**config.mk**
```make
export PLATFORM = sky130hd
export DESIGN_NAME = apb_master_ctrl
export DESIGN_NICKNAME = d
export VERILOG_FILES = /design/src/rtl/apb_master_ctrl.sv
export SDC_FILE = /design/constraint.sdc
export NUM_CORES = 1
export LEC_CHECK = 0
export CAP_MARGIN = 20
export CORE_ASPECT_RATIO = 1.4
export CORE_MARGIN = 4
export CORE_UTILIZATION = 47
export DETAILED_ROUTE_END_ITERATION = 7
export GPL_ROUTABILITY_DRIVEN = 0
export HOLD_SLACK_MARGIN = 0.02
export PLACE_DENSITY = 0.89
export SYNTH_ARGS = -nofsm -noshare
export SYNTH_HDL_FRONTEND = slang
export SYNTH_SLANG_ARGS = --single-unit
export TNS_END_PERCENT = 5
```
**constraint.sdc**
```tcl
create_clock -name clk -period 6.5 [get_ports clk]
set_input_delay 1.3 -clock clk [delete_from_list [all_inputs] [get_ports clk]]
set_output_delay 1.3 -clock clk [all_outputs]
set_load 0.01 [all_outputs]
```
**src/rtl/apb_master_ctrl.sv**
```systemverilog
// APB requester: takes one command at a time and runs its SETUP/ACCESS phases on the bus.
// The ACCESS phase can be cut short by a timeout on pready. Each transfer ends with a
// registered one-cycle response strobe.
module apb_master_ctrl #(
  parameter int unsigned ADDR_W  = 32,
  parameter int unsigned DATA_W  = 32,
  parameter int unsigned TIMEOUT = 16
) (
  input  logic              clk,
  input  logic              rst,
  // Command port
  input  logic              cmd_valid,
  output logic              cmd_ready,
  input  logic [ADDR_W-1:0] cmd_addr,
  input  logic              cmd_write,
  input  logic [DATA_W-1:0] cmd_wdata,
  // Response port
  output logic              rsp_valid,
  output logic [DATA_W-1:0] rsp_rdata,
  output logic              rsp_slverr,
  output logic              rsp_timeout,
  output logic [31:0]       rsp_wait,
  // APB requester side
  output logic              psel,
  output logic              penable,
  output logic [ADDR_W-1:0] paddr,
  output logic              pwrite,
  output logic [DATA_W-1:0] pwdata,
  input  logic [DATA_W-1:0] prdata,
  input  logic              pready,
  input  logic              pslverr
);

  typedef enum logic [1:0] {StIdle, StSetup, StAccess} state_t;

  state_t              r_state;
  logic                r_psel;
  logic                r_penable;
  logic [ADDR_W-1:0]   r_paddr;
  logic                r_pwrite;
  logic [DATA_W-1:0]   r_pwdata;
  logic [31:0]         r_wait;
  logic                r_rsp_valid;
  logic [DATA_W-1:0]   r_rsp_rdata;
  logic                r_rsp_slverr;
  logic                r_rsp_timeout;
  logic [31:0]         r_rsp_wait;

  logic [31:0]         w_wait_inc;
  logic                w_timeout_hit;

  // Saturating stall count including the current ACCESS cycle.
  assign w_wait_inc    = (r_wait == 32'hFFFF_FFFF) ? r_wait : r_wait + 32'd1;
  // Abort on the stalled cycle that brings the count up to TIMEOUT, so the bus sees
  // exactly TIMEOUT stalled ACCESS cycles and the response reports wait == TIMEOUT.
  assign w_timeout_hit = (TIMEOUT != 0) && (w_wait_inc == 32'(TIMEOUT));

  assign cmd_ready   = (r_state == StIdle);
  assign psel        = r_psel;
  assign penable     = r_penable;
  assign paddr       = r_paddr;
  assign pwrite      = r_pwrite;
  assign pwdata      = r_pwdata;
  assign rsp_valid   = r_rsp_valid;
  assign rsp_rdata   = r_rsp_rdata;
  assign rsp_slverr  = r_rsp_slverr;
  assign rsp_timeout = r_rsp_timeout;
  assign rsp_wait    = r_rsp_wait;

  // Transfer FSM with registered bus outputs and response fields.
  always_ff @(posedge clk or posedge rst) begin
    if (rst) begin
      r_state       <= StIdle;
      r_psel        <= 1'b0;
      r_penable     <= 1'b0;
      r_paddr       <= '0;
      r_pwrite      <= 1'b0;
      r_pwdata      <= '0;
      r_wait        <= 32'd0;
      r_rsp_valid   <= 1'b0;
      r_rsp_rdata   <= '0;
      r_rsp_slverr  <= 1'b0;
      r_rsp_timeout <= 1'b0;
      r_rsp_wait    <= 32'd0;
    end else begin
      // Strobe lasts a single cycle; other response fields hold until the next response.
      r_rsp_valid <= 1'b0;
      unique case (r_state)
        StIdle: begin
          if (cmd_valid) begin
            r_paddr  <= cmd_addr;
            r_pwrite <= cmd_write;
            r_pwdata <= cmd_wdata;
            r_wait   <= 32'd0;
            r_psel   <= 1'b1;
            r_state  <= StSetup;
          end
        end
        StSetup: begin
          // pready is not looked at here.
          r_penable <= 1'b1;
          r_state   <= StAccess;
        end
        StAccess: begin
          if (pready) begin
            r_psel        <= 1'b0;
            r_penable     <= 1'b0;
            r_state       <= StIdle;
            r_rsp_valid   <= 1'b1;
            r_rsp_rdata   <= r_pwrite ? '0 : prdata;
            r_rsp_slverr  <= pslverr;
            r_rsp_timeout <= 1'b0;
            r_rsp_wait    <= r_wait;
          end else if (w_timeout_hit) begin
            r_psel        <= 1'b0;
            r_penable     <= 1'b0;
            r_state       <= StIdle;
            r_wait        <= w_wait_inc;
            r_rsp_valid   <= 1'b1;
            r_rsp_rdata   <= '0;
            r_rsp_slverr  <= 1'b1;
            r_rsp_timeout <= 1'b1;
            r_rsp_wait    <= w_wait_inc;
          end else begin
            r_wait <= w_wait_inc;
          end
        end
        default: begin
          r_state   <= StIdle;
          r_psel    <= 1'b0;
          r_penable <= 1'b0;
        end
      endcase
    end
  end

endmodule

```
Word level (Yosys, flattened, before mapping)
Cells that the tools add are included.
{ "word_totals": {"regBits": 168, "inputBits": 102, "output_inout_bits": 135, "word_cells": 55} }
{ "op_classes": {"add_sub_neg": 1, "n_eq_ne": 7, "muxes": 24, "bitwise": 2, "reduce_logical": 9} }
{ "ops": {"columns": ["op", "n"], "rows": [
  ["$mux W32", 8],
  ["$pmux W32 S2", 1],
  ["$add A32 B1 Y32 const B", 1],
  ["$eq A32 B32 Y1 const B", 1],
  ["$eq A32 B5 Y1 const B", 1],
  ["$mux W1", 9],
  ["$reduce_and A2 Y1", 4],
  ["$mux W2", 3],
  ["$pmux W1 S3", 2],
  ["$pmux W2 S3", 1],
  ["$reduce_and A3 Y1", 2],
  ["$ne A2 B2 Y1 const B", 2],
  ["$reduce_bool A2 Y1", 2],
  ["$ne A3 B3 Y1 const B", 1],
  ["$eq A2 B1 Y1 const B", 1],
  ["$eq A2 B2 Y1 const B", 1],
  ["$logic_not A2 Y1", 1],
  ["$not A1 Y1", 2]
]} }

Logic depth before layout (Yosys ltp)
{ "logic_depth": {"depth_word": 6, "depth_mapped": 15, "ltp_nobuf": 11} }

Worst setup path before layout
Ideal clock, no wire load.
{ "synth_timing": {"path_kind": "flip-flop to flip-flop", "start": "reg r_wait[0]", "end": "reg r_rsp_wait[11] (netlist: rsp_wait[11])", "setup_time_ns": 0.127, "arrival_time_ns": 3.398, "required_ns": 6.373, "slack_ns": 2.974, "path_stages_with_launch": 14, "cell_sequence": "dfrtp_1 ha_1 buf_2 nand4_2 or4_1 a2111oi_2 xor2_1 a2111oi_2 nand4_1 nor4_4 o21ai_4 inv_2 buf_8 mux2_1"} }
{ "synth_via": {"elab_chain_cells": 5} }
{ "synth_lines": {"columns": ["element", "line_no", "source"], "rows": [
  ["start: declaration", "42", "logic [31:0] r_wait;"],
  ["start signal: assignment", "118", "r_wait <= w_wait_inc;"],
  ["start signal: assignment", "125", "r_wait <= w_wait_inc;"],
  ["$add A32 B1 Y32 / $eq A32 B32 Y1 (equally long branches)", "53", "assign w_wait_inc = (r_wait == 32'hFFFF_FFFF) ? r_wait : r_wait + 32'd1;"],
  ["$mux W32 *", "53", null],
  ["$eq A32 B5 Y1", "56", "assign w_timeout_hit = (TIMEOUT != 0) && (w_wait_inc == 32'(TIMEOUT));"],
  ["$reduce_bool A2 Y1 (no line)", null, null],
  ["$reduce_and A2 Y1 (no line)", null, null],
  ["end signal: assignment", "113", "r_rsp_wait <= r_wait;"],
  ["end signal: assignment", "123", "r_rsp_wait <= w_wait_inc;"],
  ["end: declaration", "47", "logic [31:0] r_rsp_wait;"]
]} }
Mark *: on every way between the ends. The rest lies on a longest branch, timed or not. The select of a mux whose other input is x is not followed.
A chain may end at the register's enable or synchronous reset.

Final worst setup path
{ "layout_timing": {"start": "reg r_wait[0]", "end": "reg r_rsp_wait[28] (netlist: rsp_wait[28])"} }
The elaborated chain is that of the path after synthesis.

==> impl_metrics.json <==
{
  "run_status": "complete, no violations",
  "worstSetupEndpointType": "register",
  "crit_type": "reg -> reg",
  "synth_area_leaders": "dfrtp_1 (56%), mux2_2 (10%), a22o_1 (5.9%)",
  "hold_viol": 0,
  "floorplan.die_area_um2": 18230,
  "reg2regPathDepth": 11,
  "syn-num-nets": 744,
  "fin_skew_ns": 0.01412,
  "grt_pass1_vias": 6165,
  "synth.top_cell.area_share_pct": 55.54,
  "clock_sinks": 168,
  "p_leak_nw": 4.478,
  "worstSkewPairLatency_ns": 0.42,
  "routed_wl_um": 21580,
  "power_density_nw_per_um2": 383.5,
  "final_common_cell": "clkdlybuf4s50_1",
  "grt_usage_pct": 23.39,
  "synth_ff_type": "dfrtp_1",
  "start_util_pct": 48.29,
  "cts-root-buf": "clkbuf_16",
  "min_period_ns": 4.142,
  "crit_fanout": 53,
  "synthCells": 641,
  "crit_path_start_kind": "register",
  "dr.pass1.iters": 6,
  "clk_path_buf_depth": 2,
  "ctsHoldBuffers": 0,
  "via_count": 6230,
  "drtIter0Drc": 668,
  "die_w_um": 115.3,
  "report.final.setup_viol": 0,
  "fin_nets": 957,
  "critical_path_required_ns": 6.80,
  "avgSynthCellArea_um2": 11.81,
  "overflow": 0,
  "cts_made_buffers": 17,
  "layout-drive-gt1-share_pct": 14.76,
  "fin_area_um2": 10610,
  "fin_crit_sh_pct": 63.72,
  "layout_common_cells": "clkdlybuf4s50_1 (236), dfrtp_1 (168), mux2_2 (70)",
  "max_slew_margin_pct": 38.69,
  "io_pins": 237,
  "cts_setup_buffers": 0,
  "drcViolationCount": 0,
  "yosys.area.top_type": "dfrtp_1",
  "wire_per_inst_um": 20.30,
  "fin_ws_ns": 2.358,
  "rows": 54,
  "drt.antenna.violating_nets": 0,
  "rsz0062_at_grt": "no",
  "place_area_um2": 10030,
  "portBuffers": 236,
  "async_flop_share_pct": 100.0,
  "yosysWarnings": 0,
  "area_delta_synth_final_pct": 40.10,
  "synth-seq-cells": 168,
  "viasPerCell": 5.861,
  "die_h_um": 158.2,
  "cts_resized": 0,
  "tns_ns": 0,
  "htree_levels": 4,
  "clk_pin_slew_ns": 0.07,
  "dp.cells": 1031,
  "grt_max_degree": 66,
  "hpwl_um": 15550,
  "coreArea_um2": 15680,
  "min_path_type": "reg -> reg",
  "finalNonFillerCells": 1063,
  "synth_edf_count": 0,
  "peakVddDrop_mv": 0.3225,
  "slew_violations": 0,
  "netlist_area_um2": 7570,
  "hold_depth": 1,
  "cap_violations": 0,
  "place_ws_ns": 2.488,
  "worst_pin_slew_ns": 0.9178,
  "synth-seq-area-share_pct": 55.54,
  "cts_tree": "built",
  "netlist-cell-type-count": 55,
  "cp_data_arrival_time_ns": 4.44,
  "max_freq_mhz": 241.5,
  "diodes": 0,
  "grt_pass1_wl_um": 33350,
  "antenna_found_initial": 0
}
[routing by layer]
| metal | share of wire, % | track usage [%] |
|---|---|---|
| met1 | 36 | 27.82 |
| met5 | 0 | 0 |
| met2 | 52 | 40.81 |
| met3 | 7.8 | 5.163 |
| met4 | 4.2 | 9.564 |
[final cells by class]
class | instances | area, µm²
Fill cell | 1139 | 5070
Sequential cell | 168 | 4204
Inverter | 4 | 20.02
Tap cell | 196 | 245.2
Clock buffer | 17 | 425.4
Clock inverter | 15 | 151.4
Timing Repair Buffer | 244 | 2430
Multi-Input combinational cell | 419 | 3129
[kinds of logic after synthesis]
family	Yosys count	share of synthesized area, %
flops	168	55.54
simple gates	162	11.59
compound gates	150	14.61
mux	83	12.26
buf+inv	54	3.173
xor+xnor	23	2.661
fa+ha+maj	1	0.1653
[registers in the layout, indices dropped and copies added, names as in the netlist]
signal	count
rsp_wait	32
psel	1
rsp_timeout	1
r_state	2
rsp_valid	1
pwrite	1
paddr	32
rsp_slverr	1
rsp_rdata	32
pwdata	32
penable	1
r_wait	32
[through the flow]
step	utilization (%)	total power, mW	hold slack, ns
final	67.66	4.067	0.4903
after global routing	67.66	4.266	0.5132
after CTS	67.66	4.106	0.4959
after detailed placement	63.98	3.122	0.4741
after global placement	63.88	3.068	0.4711
after floorplan	-	2.248	0.4699
[critical path, cell delays in order, from the launching register on]
cell and delay [ns]:
dfrtp_1 0.43, ha_1 0.38, nand4_2 0.23, or4_1 0.67, a2111oi_2 0.39, xor2_1 0.15
a2111oi_2 0.32, nand4_1 0.24, nor4_4 0.45, o21ai_4 0.09, buf_4 0.35, a22o_1 0.31
[worst paths after layout]
kind | startpoint | to | slack, ns
max reg2reg | r_wait[0]$_DFFE_PP0P_ | rsp_wait[28]$_DFFE_PP0P_ | 2.36
max in group asynchronous | rst | pwdata[17]$_DFFE_PP0P_ | 4.07
min in group asynchronous | rst | paddr[17]$_DFFE_PP0P_ | 1.26
max | r_wait[0]$_DFFE_PP0P_ | rsp_wait[28]$_DFFE_PP0P_ | 2.36
min | rsp_wait[4]$_DFFE_PP0P_ | rsp_wait[4]$_DFFE_PP0P_ | 0.49
min reg2reg | rsp_wait[4]$_DFFE_PP0P_ | rsp_wait[4]$_DFFE_PP0P_ | 0.49
[synth_stat cells (2+ instances only)]
cell type / n
a31oi_1: 7
a2111oi_2: 2
nor3_1: 11
a21oi_1: 13
a32o_1: 4
and4_1: 5
a211oi_1: 3
nor2_1: 42
nor4_1: 5
mux2i_1: 5
clkbuf_1: 27
a31o_2: 2
mux2_1: 8
o41ai_1: 3
or3_1: 3
nor2b_1: 3
o21ai_0: 40
inv_1: 3
o31ai_1: 12
a22o_1: 51
a21o_1: 2
nand4_1: 12
nand2_1: 32
and3_1: 11
a41oi_1: 2
xor2_1: 13
nand3_1: 17
xnor2_1: 10
mux2_2: 70
or4_1: 4
buf_2: 20
and2_1: 7
nand3_2: 2
dfrtp_1: 168
nor4_4: 2
[power by group]
part	internal, mW	switching [mW]	total (mW)
Clock	0.512	0.466	0.977
Sequential	1.37	0.179	1.54
Combinational	0.908	0.638	1.55
Note: power is estimated with default switching activity, not from simulation.
